==> src/rtl/uart_pkg.sv <==
// Shared types and sizing helpers for the FIFO-fed UART transmitter.
package uart_pkg;

    typedef enum logic [2:0] {
        IDLE,
        REQ,
        LOAD,
        START,
        DATA,
        STOP
    } tx_state_t;

    // Width of a counter that runs 0..clks_per_bit-1.
    function automatic int baud_cnt_w(input int clks_per_bit);
        return (clks_per_bit < 2) ? 1 : $clog2(clks_per_bit);
    endfunction

endpackage

==> src/rtl/baud_gen.sv <==
// Bit-period timer: counts clk cycles within a serial bit and flags the last one.
module baud_gen
    import uart_pkg::*;
#(
    parameter int CLKS_PER_BIT = 16
) (
    input  logic clk,
    input  logic reset_n,
    input  logic clear,
    output logic tick
);

    localparam int CNT_W = baud_cnt_w(CLKS_PER_BIT);
    localparam logic [CNT_W-1:0] LAST = CNT_W'(CLKS_PER_BIT - 1);

    logic [CNT_W-1:0] r_cnt;

    always_ff @(posedge clk) begin
        if (!reset_n || clear) begin
            r_cnt <= '0;
        end else if (r_cnt == LAST) begin
            r_cnt <= '0;
        end else begin
            r_cnt <= r_cnt + 1'b1;
        end
    end

    assign tick = (r_cnt == LAST) && !clear;

endmodule

==> src/rtl/fifo_uart_tx.sv <==
// Drains a synchronous FIFO one word at a time and serialises each word as a UART frame.
module fifo_uart_tx
    import uart_pkg::*;
#(
    parameter int DATA_W       = 8,
    parameter int CLKS_PER_BIT = 16,
    parameter int STOP_BITS    = 1
) (
    input  logic              clk,
    input  logic              reset_n,
    input  logic              en,
    input  logic              fifo_empty,
    input  logic [DATA_W-1:0] fifo_rd,
    output logic              fifo_re,
    output logic              tx,
    output logic              busy
);

    localparam int BIT_W = (DATA_W < 2) ? 1 : $clog2(DATA_W);
    localparam logic [BIT_W-1:0] LAST_BIT  = BIT_W'(DATA_W - 1);
    localparam logic [BIT_W-1:0] LAST_STOP = BIT_W'(STOP_BITS - 1);

    tx_state_t         r_state;
    tx_state_t         w_state_nxt;
    logic [DATA_W-1:0] r_shift;
    logic [DATA_W-1:0] w_shift_nxt;
    logic [BIT_W-1:0]  r_bit_cnt;
    logic [BIT_W-1:0]  w_bit_cnt_nxt;
    logic              r_tx;
    logic              r_fifo_re;
    logic              r_busy;
    logic              w_tx_nxt;
    logic              w_re_nxt;
    logic              w_busy_nxt;
    logic              w_tick;
    logic              w_baud_clear;

    // Holding the timer cleared outside the serial states guarantees a fresh count on entry to START.
    assign w_baud_clear = (r_state == IDLE) || (r_state == REQ) || (r_state == LOAD);

    baud_gen #(
        .CLKS_PER_BIT(CLKS_PER_BIT)
    ) u_baud_gen (
        .clk    (clk),
        .reset_n(reset_n),
        .clear  (w_baud_clear),
        .tick   (w_tick)
    );

    always_ff @(posedge clk) begin
        if (!reset_n) begin
            r_state   <= IDLE;
            r_shift   <= '0;
            r_bit_cnt <= '0;
            r_tx      <= 1'b1;
            r_fifo_re <= 1'b0;
            r_busy    <= 1'b0;
        end else begin
            r_state   <= w_state_nxt;
            r_shift   <= w_shift_nxt;
            r_bit_cnt <= w_bit_cnt_nxt;
            r_tx      <= w_tx_nxt;
            r_fifo_re <= w_re_nxt;
            r_busy    <= w_busy_nxt;
        end
    end

    always_comb begin
        w_state_nxt   = r_state;
        w_shift_nxt   = r_shift;
        w_bit_cnt_nxt = r_bit_cnt;
        w_tx_nxt      = 1'b1;
        w_re_nxt      = 1'b0;
        w_busy_nxt    = 1'b1;

        case (r_state)
            IDLE: begin
                if (en && !fifo_empty) begin
                    w_state_nxt = REQ;
                end
            end
            REQ: begin
                w_state_nxt = LOAD;
            end
            LOAD: begin
                w_shift_nxt   = fifo_rd;
                w_bit_cnt_nxt = '0;
                w_state_nxt   = START;
            end
            START: begin
                if (w_tick) begin
                    w_bit_cnt_nxt = '0;
                    w_state_nxt   = DATA;
                end
            end
            DATA: begin
                if (w_tick) begin
                    w_shift_nxt = r_shift >> 1;
                    if (r_bit_cnt == LAST_BIT) begin
                        w_bit_cnt_nxt = '0;
                        w_state_nxt   = STOP;
                    end else begin
                        w_bit_cnt_nxt = r_bit_cnt + 1'b1;
                    end
                end
            end
            STOP: begin
                // The bit counter is reused to count stop bits.
                if (w_tick) begin
                    if (r_bit_cnt == LAST_STOP) begin
                        w_bit_cnt_nxt = '0;
                        w_state_nxt   = (en && !fifo_empty) ? REQ : IDLE;
                    end else begin
                        w_bit_cnt_nxt = r_bit_cnt + 1'b1;
                    end
                end
            end
            default: begin
                w_state_nxt = IDLE;
            end
        endcase

        // Outputs are decoded from the next state so the registered copies line up with the state.
        case (w_state_nxt)
            START:   w_tx_nxt = 1'b0;
            DATA:    w_tx_nxt = w_shift_nxt[0];
            default: w_tx_nxt = 1'b1;
        endcase
        w_re_nxt   = (w_state_nxt == REQ);
        w_busy_nxt = (w_state_nxt != IDLE);
    end

    assign tx      = r_tx;
    assign fifo_re = r_fifo_re;
    assign busy    = r_busy;

endmodule

==> config.mk <==
export PLATFORM = sky130hd
export DESIGN_NAME = fifo_uart_tx
export DESIGN_NICKNAME = d
export VERILOG_FILES = /design/src/rtl/uart_pkg.sv /design/src/rtl/baud_gen.sv /design/src/rtl/fifo_uart_tx.sv
export SDC_FILE = /design/constraint.sdc
export NUM_CORES = 1
export LEC_CHECK = 0
export ABC_AREA = 1
export CAP_MARGIN = 40
export CORE_ASPECT_RATIO = 0.8
export CORE_MARGIN = 8
export CORE_UTILIZATION = 49
export CTS_BUF_LIST = sky130_fd_sc_hd__clkbuf_8
export CTS_CLUSTER_DIAMETER = 150
export CTS_CLUSTER_SIZE = 8
export DETAILED_ROUTE_END_ITERATION = 7
export PLACE_DENSITY = 0.87
export SLEW_MARGIN = 20
export SYNTH_ARGS = -nofsm -noshare
export SYNTH_HDL_FRONTEND = slang
export SYNTH_SLANG_ARGS = --single-unit
==> constraint.sdc <==
create_clock -name clk -period 1.35 [get_ports clk]
set_input_delay 0.27 -clock clk [delete_from_list [all_inputs] [get_ports clk]]
set_output_delay 0.27 -clock clk [all_outputs]
set_load 0.1 [all_outputs]
==> results of run 1 <==
[cell type report]
class                      instances  area [um2]
clock buffer                       3       41.29
clock inverter                     1       3.754
fill                             148       511.7
inverter                          18       67.56
multi-input combinational         98       593.1
sequential                        21       427.9
tap                               24       30.03
timing repair buffer              22       234.0
[worst max-delay path, stage by stage (launching register included)]
cell	delay [ps]
dfxtp_2	350
ha_4	170
nand2_4	60
nor2_4	170
buf_6	170
nand3_1	100
nand3_2	90
nor2_1	50
nand2_1	50
nand2_1	40
nand2_1	40
[registers in the layout (all words and copies together) (netlist names)]
signal            flops
fifo_re               1
r_bit_cnt             3
busy                  1
tx                    1
r_shift               8
u_baud_gen.r_cnt      4
r_state               3
[cell usage in the layout (no fill, tap or decap), types with 2 or more instances in the layout]
| cell type | instances |
|---|---|
| clkbuf_8 | 3 |
| dfxtp_2 | 6 |
| inv_1 | 17 |
| a21oi_1 | 5 |
| a32oi_1 | 6 |
| nor3_1 | 2 |
| nand2_2 | 2 |
| nand3_1 | 7 |
| o21ai_2 | 2 |
| dfxtp_1 | 15 |
| nor2_2 | 4 |
| nor2_1 | 14 |
| o21ai_0 | 2 |
| buf_4 | 7 |
| clkdlybuf4s50_1 | 11 |
| a21oi_2 | 5 |
| inv_2 | 2 |
| nor2_4 | 2 |
| nand2_1 | 35 |
| ha_2 | 2 |
| buf_12 | 3 |
[worst min path at each step]
stage	startpoint	endpoint	slack [ps]	cells after the start
floorplan	reset_n	tx	340	1
CTS	r_shift[1]	r_shift[1]	470	2
finish	r_shift[3]	r_shift[3]	460	2
global placement	r_shift[7]	r_shift[7]	450	2
detailed placement	r_shift[1]	r_shift[1]	460	2
global route	r_shift[3]	r_shift[3]	490	2
[per-layer routing]
metal,GRT usage,vias to the layer above
met5,0,-
met4,0.02432,0
met3,0.06337,2
met2,0.2187,19
met1,0.1440,447
li1,-,501
[synth_stat cells]
cell type	instances
inv_2	1
a21oi_4	1
xor2_1	1
o21ai_2	1
o21bai_1	1
ha_1	4
a21oi_1	10
nand3_1	9
inv_1	17
a32oi_1	6
nor2_1	19
nor3_1	2
buf_4	1
dfxtp_1	21
nor3b_1	1
o21ai_0	4
nor2_4	1
nand2_1	38
clkbuf_1	1
[through the flow]
step                      cells    util  power, mW  hold WS, ps
after floorplan             139       -     0.8087        338.7
after global placement      183  0.6651     0.9099        447.8
after detailed placement    183  0.6651     0.9149        456.6
after CTS                   187  0.7025      1.310        467.7
after global routing        187  0.7320      1.385        486.2
final                       187  0.7320      1.311        460.8
[kinds of logic after synthesis]
logic type	count (synthesis)	synth area share
xor+xnor	1	0.008752
flops	21	0.4200
fa+ha+maj	4	0.05000
buf+inv	20	0.07874
compound gates	23	0.1550
simple gates	70	0.2875
[what timing repair did]
item,in CTS,in global routing
setup endpoints to repair,2,15
endpoints found under the hold margin,0,0
gates resized for setup,8,20
pin swaps,2,14
[where the power goes]
group	internal [mW]	switching, mW	total, mW
clock	0.202	0.192	0.395
combinational	0.105	0.144	0.249
sequential	0.646	0.0206	0.667
total	0.954	0.357	1.31
==> flow_summary_export.csv, run 1 <==
group,metric,value,unit
status,result_of_the_run,"completed",
global_routing,grt.overflow.total,0,
pwr,p_leak,0.5873,nW
logic_synthesis,synthesis.area_per_instance,7.201,um2
detailed_routing,wire_length_after_detailed_routing,2.398,mm
critical_path,regToRegSetupSlack,20,ps
detailed_routing,detail_route.drc_violations,0,
place,pre_cts_ws,-70.71,ps
timing,fin_ws,15.09,ps
critical_path,worst-setup-path-type,"flop to flop",
global_routing,first_global_vias,893,
logic_synthesis,synth-seq-cells,21,
final_layout,final_net_count,180,
detailed_routing,wl_per_cell,12.82,um
critical_path,timing.rr.start,"u_baud_gen.r_cnt[0]",
timing,timing.max_slew.rel_slack,0.7580,
place,portBuffers,14,
clocking,cts_root_buffer,"clkbuf_8",
timing,maxSlewViolCount,0,
detailed_routing,detailroute.wirelength.met3,129,um
critical_path,cp-endpoint,"tx",
place,detailedPlacementHpwl,1.780,mm
final_layout,num_antenna_cells,0,
logic_synthesis,synthesis.nets,155,
critical_path,timing.critical_path.from,"u_baud_gen.r_cnt[0]",
clocking,hold_buffers,0,
detailed_routing,top_layer_used,"met4",
logic_synthesis,synth.cell_area,1001,um2
place,placement.cell_area,1270,um2
flow_run,drv.max_cap_violation_count,0,
final_layout,area_delta_synth_final,39.62,%
detailed_routing,drt_first_pass_iters,4,
clocking,cts.sinks,21,
clocking,htree_num_levels,1,
pwr,ir_drop,919.7,uV
timing,timing.final.crit_period,1335,ps
detailed_routing,dr_wl_met2,1.171,mm
timing,tightest_slew,360.2,ps
critical_path,r2r_cells,10,
clocking,post-cts-setup-buffer-count,0,
pwr,powerDensity,937.7,nW/um2
timing,fmaxAchievable,749.1,MHz
global_routing,grt_antenna_before_repair,0,
global_routing,grt.total_usage,0.1300,
timing,finalCritPeriodShare,0.9888,
timing,finalSetupTns,0,ps
logic_synthesis,netlist.area_leader.share,0.4200,
place,gp_congestion,0.8801,
critical_path,timing.critical_path.to_type,"flop",
detailed_routing,final_antenna_net_count,0,
detailed_routing,met1_length,1.092,mm
detailed_routing,detail_route.vias_per_cell,5.182,
floorplan,floorplan.io_pins,15,
global_routing,pin_count_of_the_biggest_net_entering_global_routing,12,
floorplan,number_of_rows_created_at_floorplan,14,
timing,setup-violations-final,0,
logic_synthesis,ys_warn_count,0,
floorplan,initial_core_util,0.5242,
logic_synthesis,ys_types,19,
floorplan,die-height,56.43,um
logic_synthesis,netlist_instances,139,
floorplan,die_width,66.53,um
final_layout,drive_above_1_share,0.2761,
critical_path,worstPathMaxFanout,8,
final_layout,finish.instance_area,1398,um2
clocking,worst_setup_hold_path_clk_slew,70,ps
timing,hold_viol,0,
timing,worst_clock_skew,2.957,ps
logic_synthesis,synthTopCellsByArea,"dfxtp_1 42%, nand2_1 14%, nor2_1 7.1%",
floorplan,dieArea,3754,um2
clocking,ctsLongestPathBuffers,2,
logic_synthesis,yosysSeqAreaShare,0.4200,
global_routing,first_pass_grt_wire_length,3.836,mm
hold_path,worst_hold_path_class,"flop to flop",
logic_synthesis,synth_top_area_cell,"dfxtp_1",
critical_path,worst-endpoint-arrival,1540,ps
floorplan,core-area,1909,um2
detailed_routing,route.vias.total,969,
clocking,tritoncts_clock_tree,"yes",
clocking,worst_skew_pair.late_latency,260,ps
detailed_routing,drtIter0Drc,20,
clocking,cts_buffer_count,3,
critical_path,startpoint_type,"flop",
timing,rsz0062_at_grt,"yes",
critical_path,crit-reg2reg-capture,"tx",
critical_path,worst_ep_required_time,1560,ps
No activity file was read; power rests on OpenSTA's default activity.
==> run 2, diff against run 1 <==
CORE_UTILIZATION = 30   (was 49)
PLACE_DENSITY = 0.62   (was 0.87)
==> flow_summary_export.csv, run 2 (same netlist as run 1, synthesis figures left out) <==
group,metric,value,unit
clocking,worst_setup_hold_path_clk_slew,70,ps
final_layout,largest_register_ffs,8,
timing,finalCritPeriodShare,1.021,
floorplan,number_of_rows_created_at_floorplan,18,
clocking,hold_buffers,0,
clocking,cts_root_buffer,"clkbuf_8",
detailed_routing,detail_route.drc_violations,0,
place,portBuffers,14,
detailed_routing,detail_route.vias_per_cell,4.659,
flow_run,drv.max_cap_violation_count,0,
place,dp_cells,204,
detailed_routing,route.vias.total,997,
hold_path,worst_hold_path_class,"flop to flop",
pwr,comb_power_share,0.206,
timing,timing.max_slew.rel_slack,0.7708,
critical_path,critical-path-max-stage-delay,360,ps
clocking,cts.sinks,21,
critical_path,critPathMostFrequentCell,"nand2_1",
pwr,power_dissipated_by_switching_net_loads,384.2,uW
clocking,htree_num_levels,1,
place,pre_cts_ws,-58.90,ps
critical_path,worst_ep_required_time,1520,ps
detailed_routing,wire_length_after_detailed_routing,2.543,mm
critical_path,worst-setup-path-type,"flop to flop",
pwr,clock_power_share,0.303,
pwr,power_frac_seq,0.491,
floorplan,die_width,80.58,um
detailed_routing,met1_length,1.171,mm
place,detailedPlacementHpwl,1.696,mm
timing,smallest_hold_slack,465.2,ps
final_layout,largest_regs,"r_shift x8, u_baud_gen.r_cnt x4",
pwr,powerDensity,866.2,nW/um2
timing,hold_viol,0,
detailed_routing,final_antenna_net_count,0,
clocking,ctsLongestPathBuffers,2,
final_layout,final_cell_count_no_fill,214,
final_layout,drive_above_1_share,0.3563,
floorplan,die-height,67.67,um
global_routing,grt.overflow.total,0,
place,gp_congestion,0.9081,
timing,worst_clock_skew,2.227,ps
timing,maxSlewViolCount,0,
critical_path,worst-endpoint-arrival,1550,ps
pwr,swShare,0.2820,
status,violations,"setup timing",
timing,timing.final.crit_period,1378,ps
detailed_routing,drtIter0Drc,44,
global_routing,first_pass_grt_wire_length,3.719,mm
global_routing,pin_count_of_the_biggest_net_entering_global_routing,12,
critical_path,critPathSlowestCell,"dfxtp_2",
status,result_of_the_run,"complete, but fails checks",
timing,setup-violations-final,1,
final_layout,final_core_utilization,0.5024,
global_routing,first_global_vias,850,
final_layout,num_antenna_cells,0,
timing,rsz0062_at_grt,"yes",
timing,fmaxAchievable,725.5,MHz
final_layout,final_net_count,191,
global_routing,grt.total_usage,0.08559,
clocking,tritoncts_clock_tree,"yes",
final_layout,final_cell_mix,"33 x nand2_1, 16 x buf_4, 15 x inv_1, 15 x nor2_1, 14 x dfxtp_1",
pwr,ir_drop,510.2,uV
critical_path,cp_num_buf_inv,0,
critical_path,worstPathMaxFanout,6,
detailed_routing,wl_per_cell,11.88,um
final_layout,regMostFlops,"r_shift",
floorplan,floorplan.io_pins,15,
pwr,p_leak,0.6538,nW
detailed_routing,dr_wl_met2,1.225,mm
detailed_routing,drt_first_pass_iters,4,
final_layout,area_delta_synth_final,57.13,%
critical_path,startpoint_type,"flop",
detailed_routing,detailroute.wirelength.met3,119,um
global_routing,grt_antenna_before_repair,0,
detailed_routing,top_layer_used,"met4",
floorplan,initial_core_util,0.3197,
floorplan,core-area,3131,um2
final_layout,layout_commonest_cell,"nand2_1",
critical_path,timing.critical_path.to_type,"flop",
pwr,internal_power,978.2,uW
critical_path,crit_path_cell_trace,"ha_4 > nand3_4 > nor2_1 > nor2_1 > nor2_1 > nand2_1 > nor2_2 > nand2_1 > nand2_1 > nand2_1",
timing,tightest_slew,341.2,ps
clocking,cts_buffer_count,3,
critical_path,crit_family,"simple AND/OR/NAND/NOR gates",
clocking,worst_skew_pair.late_latency,270,ps
timing,fin_ws,-28.42,ps
floorplan,dieArea,5452,um2
run 2: final timing paths:
check	from	end	slack [ps]	cells past startpoint
worst max-delay path	u_baud_gen.r_cnt[1]	tx	-30	10
worst min-delay path	r_shift[4]	r_shift[4]	470	2
worst max register to register	u_baud_gen.r_cnt[1]	tx	-30	10
worst min register to register	r_shift[4]	r_shift[4]	470	2
run 2: layer usage:
| metal | track usage | vias to the layer above |
|---|---|---|
| met3 | 0.03050 | 4 |
| met2 | 0.1309 | 15 |
| met1 | 0.1087 | 459 |
| met4 | 0.02941 | 0 |
| met5 | 0 | - |
| li1 | - | 519 |
run 2: power groups by stage:
stage | Combinational, mW | Clock (mW) | Sequential (mW)
floorplan | 0.0806 | 0 | 0.728
global placement | 0.252 | 0 | 0.678
detailed placement | 0.254 | 0 | 0.678
CTS | 0.255 | 0.419 | 0.664
global route | 0.303 | 0.451 | 0.672
finish | 0.280 | 0.413 | 0.668
run 2: worst min-delay path: stages (launching register included):
cell     delay (ps)
dfxtp_1         310
nand2_1          60
a21oi_1          50
run 2: stage by stage:
| stage | power, mW | cell area, um2 | TNS [ps] |
|---|---|---|---|
| floorplan | 0.8087 | 1021 | 0 |
| global placement | 0.9297 | 1340 | -29.65 |
| detailed placement | 0.9323 | 1340 | -134.1 |
| CTS | 1.338 | 1399 | -10.65 |
| global route | 1.426 | 1573 | -750.2 |
| finish | 1.362 | 1573 | -28.42 |
run 2: area by class of cell:
class	count	area (um2)
Clock buffer	3	41.29
Clock inverter	1	3.754
Fill cell	284	1558
Inverter	18	67.56
Multi-Input combinational cell	98	639.4
Sequential cell	21	429.2
Tap cell	40	50.05
Timing Repair Buffer	33	341.6
run 2: what timing repair did:
item / CTS / global route
setup endpoints to repair: 3 / 15
buffers inserted: 0 / 6
gates resized for setup: 5 / 32
pin swaps: 0 / 17
